===== config.mk =====
export PLATFORM = sky130hd
export DESIGN_NAME = jstk_poll_scheduler
export DESIGN_NICKNAME = d
export VERILOG_FILES = /design/src/rtl/jstk_poll_scheduler.sv
export SDC_FILE = /design/constraint.sdc
export NUM_CORES = 1
export LEC_CHECK = 0
export BUFFER_PORTS_ARGS = -buffer_cell sky130_fd_sc_hd__buf_2
export CAP_MARGIN = 20
export CORE_ASPECT_RATIO = 1.5
export CORE_MARGIN = 4
export CORE_UTILIZATION = 30
export CTS_CLUSTER_DIAMETER = 30
export DETAILED_ROUTE_END_ITERATION = 10
export PLACE_DENSITY = 0.61
export SETUP_SLACK_MARGIN = 0.3
export SYNTH_ARGS = -nofsm -noshare
export SYNTH_HDL_FRONTEND = slang
export SYNTH_SLANG_ARGS = --single-unit

===== constraint.sdc =====
create_clock -name clk -period 3.2 [get_ports clk]
set_clock_uncertainty 0.2 [all_clocks]
set_input_delay 0.64 -clock clk [delete_from_list [all_inputs] [get_ports clk]]
set_output_delay 0.64 -clock clk [all_outputs]
set_load 0.01 [all_outputs]

===== src/rtl/jstk_poll_scheduler.sv =====
// Round-robin poller for two SPI joysticks sharing one 5-byte transactor; SS setup, timeout and inter-transfer gap timing.
// Latency: SS_SETUP cycles from round start to spi_start, valid_<n> one cycle after spi_done.
// Backpressure: none; one extra poll_tick is queued while busy, any further tick sets sticky overrun.
module jstk_poll_scheduler #(
    parameter int SS_SETUP = 750,
    parameter int GAP      = 500,
    parameter int TIMEOUT  = 100000
) (
    input  logic        clk,
    input  logic        clr_n,
    input  logic        poll_tick,
    input  logic        enable,
    input  logic        spi_done,
    input  logic [39:0] spi_dout,
    output logic        spi_start,
    output logic        spi_sel,
    output logic        ss_1,
    output logic        ss_2,
    output logic [39:0] jstk_data_1,
    output logic [39:0] jstk_data_2,
    output logic        valid_1,
    output logic        valid_2,
    output logic [1:0]  timeout_err,
    output logic        overrun,
    output logic        busy
);

    localparam int MAX_CNT  = (TIMEOUT > SS_SETUP) ? ((TIMEOUT > GAP) ? TIMEOUT : GAP)
                                                   : ((SS_SETUP > GAP) ? SS_SETUP : GAP);
    localparam int CNT_W    = ($clog2(MAX_CNT + 1) > 17) ? $clog2(MAX_CNT + 1) : 17;
    localparam logic [CNT_W-1:0] SETUP_LAST = CNT_W'(SS_SETUP - 1);
    localparam logic [CNT_W-1:0] TO_LAST    = CNT_W'(TIMEOUT - 1);
    localparam logic [CNT_W-1:0] GAP_LAST   = CNT_W'(GAP - 1);

    typedef enum logic [1:0] {IDLE, SETUP, XFER, HOLD} state_t;

    state_t           state_q, state_d;
    logic [CNT_W-1:0] cnt_q, cnt_d;
    logic             sel_q, sel_d;
    logic             pending_q, pending_d;
    logic             overrun_q, overrun_d;
    logic [1:0]       err_q, err_d;
    logic [39:0]      data1_q, data1_d;
    logic [39:0]      data2_q, data2_d;
    logic             v1_q, v1_d;
    logic             v2_q, v2_d;
    logic             ss_active;

    always_ff @(posedge clk or negedge clr_n) begin
        if (!clr_n) begin
            state_q   <= IDLE;
            cnt_q     <= '0;
            sel_q     <= 1'b0;
            pending_q <= 1'b0;
            overrun_q <= 1'b0;
            err_q     <= 2'b00;
            data1_q   <= '0;
            data2_q   <= '0;
            v1_q      <= 1'b0;
            v2_q      <= 1'b0;
        end else begin
            state_q   <= state_d;
            cnt_q     <= cnt_d;
            sel_q     <= sel_d;
            pending_q <= pending_d;
            overrun_q <= overrun_d;
            err_q     <= err_d;
            data1_q   <= data1_d;
            data2_q   <= data2_d;
            v1_q      <= v1_d;
            v2_q      <= v2_d;
        end
    end

    always_comb begin
        state_d   = state_q;
        cnt_d     = cnt_q;
        sel_d     = sel_q;
        pending_d = pending_q;
        overrun_d = overrun_q;
        err_d     = err_q;
        data1_d   = data1_q;
        data2_d   = data2_q;
        v1_d      = 1'b0;
        v2_d      = 1'b0;
        spi_start = 1'b0;

        // Ticks arriving mid-round queue one deep; a second queued tick is lost.
        if (poll_tick && (state_q != IDLE)) begin
            if (pending_q) overrun_d = 1'b1;
            else           pending_d = 1'b1;
        end

        case (state_q)
            IDLE: begin
                if ((poll_tick || pending_q) && enable) begin
                    pending_d = 1'b0;
                    sel_d     = 1'b0;
                    cnt_d     = '0;
                    state_d   = SETUP;
                end
            end
            SETUP: begin
                if (cnt_q == SETUP_LAST) begin
                    spi_start = 1'b1;
                    cnt_d     = '0;
                    state_d   = XFER;
                end else begin
                    cnt_d = cnt_q + CNT_W'(1);
                end
            end
            XFER: begin
                // A done landing on the final timeout count still counts as success.
                if (spi_done) begin
                    if (sel_q) begin
                        data2_d = spi_dout;
                        v2_d    = 1'b1;
                    end else begin
                        data1_d = spi_dout;
                        v1_d    = 1'b1;
                    end
                    cnt_d   = '0;
                    state_d = HOLD;
                end else if (cnt_q == TO_LAST) begin
                    err_d[sel_q] = 1'b1;
                    cnt_d        = '0;
                    state_d      = HOLD;
                end else begin
                    cnt_d = cnt_q + CNT_W'(1);
                end
            end
            HOLD: begin
                if (cnt_q == GAP_LAST) begin
                    cnt_d = '0;
                    if (!sel_q && enable) begin
                        sel_d   = 1'b1;
                        state_d = SETUP;
                    end else begin
                        sel_d   = 1'b0;
                        state_d = IDLE;
                    end
                end else begin
                    cnt_d = cnt_q + CNT_W'(1);
                end
            end
            default: state_d = IDLE;
        endcase
    end

    assign ss_active   = (state_q == SETUP) || (state_q == XFER);
    assign ss_1        = !(ss_active && !sel_q);
    assign ss_2        = !(ss_active && sel_q);
    assign spi_sel     = sel_q;
    assign busy        = (state_q != IDLE);
    assign jstk_data_1 = data1_q;
    assign jstk_data_2 = data2_q;
    assign valid_1     = v1_q;
    assign valid_2     = v2_q;
    assign timeout_err = err_q;
    assign overrun     = overrun_q;

endmodule


==> reports/metrics.csv, run 1 <==
metric,value,unit
start_kind,flip-flop,
hold_ws,0.1106,ns
initial_core_util,30.87,%
grt_max_degree,63,
mostFrequentLayoutCell,nand2_1,
fin_util,39.58,%
max_freq,0.3399,GHz
post-route-min-period,2.942,ns
die_y,158.8,µm
route.detailed.drc,0,
clock-root-buffer,clkbuf_16,
cp.arrival,2.10,ns
drive_above_1_share,36.98,%
overflow,0,
synth.net_count,482,
ys_ff_latch,106,
setup_violations,0,
max_stage_delay,0.43,ns
path_buf_inv,1,
syn_avg_cell_area,10.57,µm²
layout.cells.non_filler,772,
grt_pass1_vias,3771,
cap_violations,0,
place_hpwl,8111,µm
gr-usage-all-layers,12.97,%
ant_nets,0,
nets,623,
core_area,14730,µm²
wirelength,11280,µm
p_per_area,439.5,nW/µm²
wire_per_inst,14.62,µm
hold_class,in2async,
die_w,108.5,µm
cts_inserted_buffers,9,
grt_pass1_wl,18060,µm
die_area,17230,µm²
cp_slowest_cell,or4_4,
yosys.area.top_type_share,58.34,%
cts_sinks,106,
yosys_warnings,0,
outcome,completed,
ys_seq_area_share,58.34,%
vias,3614,
synth_top_cells_by_area,"dfrtp_1, nand2_1, mux2_2",
routabilityCongestion,0.8358,
cpMostUsedCell,or3_4,
vdd_drop_max,0.2281,mV
critPathMaxFanout,2,
cts.path.max_buffers,2,
fin_crit_sh,91.93,%
finalMaxSlewViolations,0,
endpoint_kind,output pin,
n_antenna_cell,0,
io_pins,135,
drt_iter0_markers,173,
yosysTopAreaCell,dfrtp_1,
worstMarginPinSlew,0.6008,ns
maxSlewHeadroom,59.58,%
drt_pre_antenna_iters,5,
dp.cells,750,
yosysUniqueCellTypes,49,
avgViaCountPerCell,4.681,
port_buffers,134,
path_cells,or3_4 > or4_4 > or3_4 > nor2_2 > buf_2,
grt_setup_unrepaired,true,
hold_viol,0,
worst_ep_required_time,2.36,ns
antenna_found_initial,0,
synth_area,4547,µm²
critPathTopFamily,simple AND/OR/NAND/NOR gates,
num_rows,54,
clk_pin_slew,0.07,ns
fin_tns_setup,0,ns
tritoncts,yes,
postCtsHoldBufs,0,
htreeDepth,3,
power_leakage,3.334,nW
path_class,reg2out,
clk_latency,0.33,ns
syn_inst,430,
area_growth,28.21,%
mostFrequentLayoutCells,"nand2_1, buf_2, dfrtp_1",
==> per-layer routing <==
layer	vias to the layer above	GRT usage [%]	part of all wire, %
li1	1720	-	-
met3	8	2.924	5.2
met4	0	4.538	1.6
met1	1785	13.87	39
met5	-	0	0
met2	101	24.31	54
==> registers in the layout (all words and copies together), names as in the netlist <==
| register | flops |
|---|---|
| timeout_err | 2 |
| jstk_data_1 | 40 |
| overrun | 1 |
| state_q | 2 |
| spi_sel | 1 |
| valid_1 | 1 |
| valid_2 | 1 |
| pending_q | 1 |
| cnt_q | 17 |
| jstk_data_2 | 40 |
==> power breakdown <==
part	internal [mW]	leakage [nW]	total (mW)	switching (mW)
sequential	1.34	1.45	1.34	0.0000000000000000569
clock	0.686	0.153	1.16	0.474
combinational	0.0232	1.73	0.0637	0.0405
total	2.05	3.33	2.56	0.514
==> path summary, 6_finish.rpt <==
| check | startpoint | endpoint | slack (ns) | cells after the start |
|---|---|---|---|---|
| worst max-delay path | cnt_q[13] | spi_start | 0.26 | 5 |
| worst min-delay path | clr_n | jstk_data_2[30] | 0.11 | 1 |
| worst max register to register | cnt_q[0] | state_q[1] | 0.55 | 7 |
| worst min register to register | jstk_data_1[19] | jstk_data_1[19] | 0.27 | 2 |
| max in group asynchronous | clr_n | jstk_data_1[24] | 1.96 | 2 |
| min in group clk | jstk_data_1[19] | jstk_data_1[19] | 0.27 | 2 |
==> metrics by stage <==
step / worst slack (ns) / total power, mW / cell area (µm²)
finish: 0.2581 / 2.562 / 5829
global route: 0.1749 / 2.666 / 5829
CTS: 0.2338 / 2.608 / 5799
detailed placement: 0.3591 / 1.431 / 5460
global placement: 0.3740 / 1.430 / 5460
floorplan: 0.6343 / 1.367 / 4547
==> kinds of logic (layout without fill, tap and decap cells) <==
logic type	Yosys count	in the layout	share of synthesized area [%]
XOR/XNOR	3	3	0.5780
flip-flops	106	106	58.34
buffers and inverters	29	175	2.642
multiplexers	42	42	10.46
adder cells (fa/ha/maj)	7	7	1.926
AO/OA/AOI/OAI	39	39	6.660
AND/OR/NAND/NOR	204	204	19.40
==> synthesized netlist by cell type (all sizes together) <==
master and count:
a31o 2, o41a 1, ha 7, and4 2, a211oi 1, nand4b 1, o41ai 1, nor3 9
o2bb2ai 1, buf 6, o31ai 6, nand4 2, nand2 147, clkbuf 11, or2 2, nand4bb 1
a21o 2, nor3b 3, or3 2, o22ai 1, nor4 3, mux2i 1, o311a 1, and3 5
xnor2 3, or4 1, inv 12, and2 1, nand3b 2, nand2b 2, nand3 5, nor2b 1
o2bb2a 2, nor2 15, mux2 41, dfrtp 106, o21bai 1, a31oi 1, a21oi 2, a211o 4
o21ai 12, o31a 1
==> cell type report <==
type | count | area, µm²
fill | 1473 | 8900
sequential | 106 | 2653
multi-input combinational | 295 | 1792
timing repair buffer | 147 | 783.3
tap | 196 | 245.2
clock buffer | 11 | 232.7
clock inverter | 5 | 78.83
inverter | 12 | 45.04
==> what timing repair did <==
item,CTS,global route
resized for setup,1,2
setup buffers,3,3
pin swaps,1,1
gates cloned,0,0
endpoints found under the setup margin,1,4
No activity file was read; power rests on OpenSTA's default activity.
==> run 2: changes to the inputs <==
CORE_ASPECT_RATIO = 0.5   (was 1.5)
REMOVE_ABC_BUFFERS = 1   (was not set)
==> run 2 against run 1 <==
  * Clock power is 11% higher
  * Largest power group unchanged
  * Register-to-register slack worse by 0.07 ns
  * Largest cell class unchanged
  * Sequential cell count stayed put
==> reports/metrics.csv, run 2 (synthesis gave the netlist of run 1 again) <==
metric,value,unit,change
outcome,completed,,
tritoncts,yes,,
drive_above_1_share,37.33,%,+0.35 points
drt_pre_antenna_iters,4,,-1
worstMarginPinSlew,0.6890,ns,+0.08823 ns
cts_sinks,106,,unchanged
power,2.696,mW,+5.2%
initial_core_util,31.01,%,+0.14 points
start_kind,flip-flop,,
stdcell_area,5896,µm²,+1.1%
place_hpwl,7870,µm,-3.0%
path_class,reg2out,,
worst_ep_required_time,2.36,ns,about the same
hold_viol,0,,unchanged
hold_ws,0.1141,ns,+0.003490 ns
finalMaxSlewViolations,0,,unchanged
reg2reg_depth,7,,unchanged
grt_pass1_wl,18320,µm,+1.5%
grt_pass1_vias,3630,,-3.7%
fin_crit_sh,93.31,%,+1.4 points
cts_inserted_buffers,9,,unchanged
crit_path_start,cnt_q[12],,
r2r-start,cnt_q[12],,
vdd_drop_max,0.2253,mV,-1.2%
mostFrequentLayoutCell,nand2_1,,
avgViaCountPerCell,4.558,,-2.6%
max_freq,0.3349,GHz,-1.5%
grt_setup_unrepaired,true,,
critPathMaxFanout,2,,unchanged
grt_max_degree,57,,-9.5%
routabilityCongestion,0.7929,,-5.1%
placed_area,5505,µm²,+0.82%
drt_iter0_markers,136,,-21%
io_pins,135,,unchanged
ant_nets,0,,unchanged
fin_util,40.21,%,+0.63 points
nets,623,,unchanged
die_y,95.05,µm,-40%
maxSlewHeadroom,54.07,%,-5.5 points
post-route-min-period,2.986,ns,+0.04394 ns
htreeDepth,3,,unchanged
area_growth,29.66,%,
die_w,182.1,µm,+68%
clk_pin_slew,0.07,ns,about the same
setup_violations,0,,unchanged
endpoint_kind,output pin,,
clock-root-buffer,clkbuf_16,,
overflow,0,,unchanged
mostFrequentLayoutCells,"nand2_1, buf_2, dfrtp_1",,
vias,3528,,-2.4%
wire_per_inst,13.98,µm,-4.4%
p_per_area,457.2,nW/µm²,+4.0%
port_buffers,134,,unchanged
postCtsHoldBufs,0,,unchanged
fin_tns_setup,0,ns,unchanged
power_leakage,3.358,nW,+0.73%
route.detailed.drc,0,,unchanged
wirelength,10820,µm,-4.1%
cts.path.max_buffers,2,,unchanged
cp.arrival,2.15,ns,+0.05 ns
n_antenna_cell,0,,unchanged
clk_latency,0.34,ns,about the same
core_area,14660,µm²,-0.46%
hold_class,in2async,,
num_rows,31,,-43%
antenna_found_initial,0,,unchanged
gr-usage-all-layers,13.05,%,+0.081 points
die_area,17310,µm²,+0.45%
cap_violations,0,,unchanged
## run 2: cell count changes in the layout (fill, tap and decap cells not counted)
cell       previous run  this run
clkinv_2              2         0
inv_6                 0         2
buf_12                1         2
buf_2               133       132
buf_4                13        12
buf_6                 0         1
bufinv_16             2         3
clkbuf_1              2         1
clkbuf_8              0         1
clkinv_4              1         0
dfrtp_1             106       105
dfrtp_2               0         1
nor2_2                1         0
nor2_4                0         1
## run 2: final timing paths
| kind | slack [ns] | end |
|---|---|---|
| min in group clk | 0.27 | overrun |
| worst max-delay path | 0.21 | spi_start |
| max in group asynchronous | 1.90 | jstk_data_1[5] |
| worst max register to register | 0.48 | cnt_q[15] |
| worst min register to register | 0.27 | overrun |
| worst min-delay path | 0.11 | cnt_q[13] |
## run 2: stage by stage
| stage | instances | setup WS (ns) |
|---|---|---|
| 2_1_floorplan | 413 | 0.4343 |
| 3_5_place_dp | 756 | 0.4093 |
| 4_1_cts | 774 | 0.1632 |
| 3_3_place_gp | 756 | 0.4218 |
| 6_report | 774 | 0.2142 |
| 5_1_grt | 774 | 0.1408 |
## run 2: power by group
part	switching, mW	leakage, nW	internal [mW]	total (mW)
clock	0.499	0.171	0.793	1.29
sequential	0.0000000000000000365	1.45	1.34	1.34
combinational	0.0420	1.74	0.0232	0.0652
## run 2: layer usage
layer  vias to the layer above  GRT usage (%)  share of wire, %
li1                       1725              -                 -
met1                      1731          15.62                42
met2                        61          23.83                52
met3                        11          3.392               4.5
met4                         0          3.246               1.0
met5                         -              0                 0
## run 2: layout make-up
cell class	instances	area (µm²)
clock buffers	11	242.7
clock inverters	5	107.6
fillers	1454	8766
inverters	12	45.04
multi-input cells	295	1797
flip-flops and latches	106	2654
well taps	198	247.7
repair buffers	147	802.0
## run 2: worst max-delay path, stage by stage (launching register included)
cell and delay (ns):
dfrtp_2 0.41, or3_4 0.38, or4_4 0.43, or3_4 0.36, nor2_4 0.11, buf_6 0.11
## run 2: timing repair
item / CTS / global route
pin swaps: 1 / 1
setup buffers: 2 / 0
gates cloned: 0 / 0
endpoints found under the setup margin: 1 / 1
resized for setup: 5 / 1
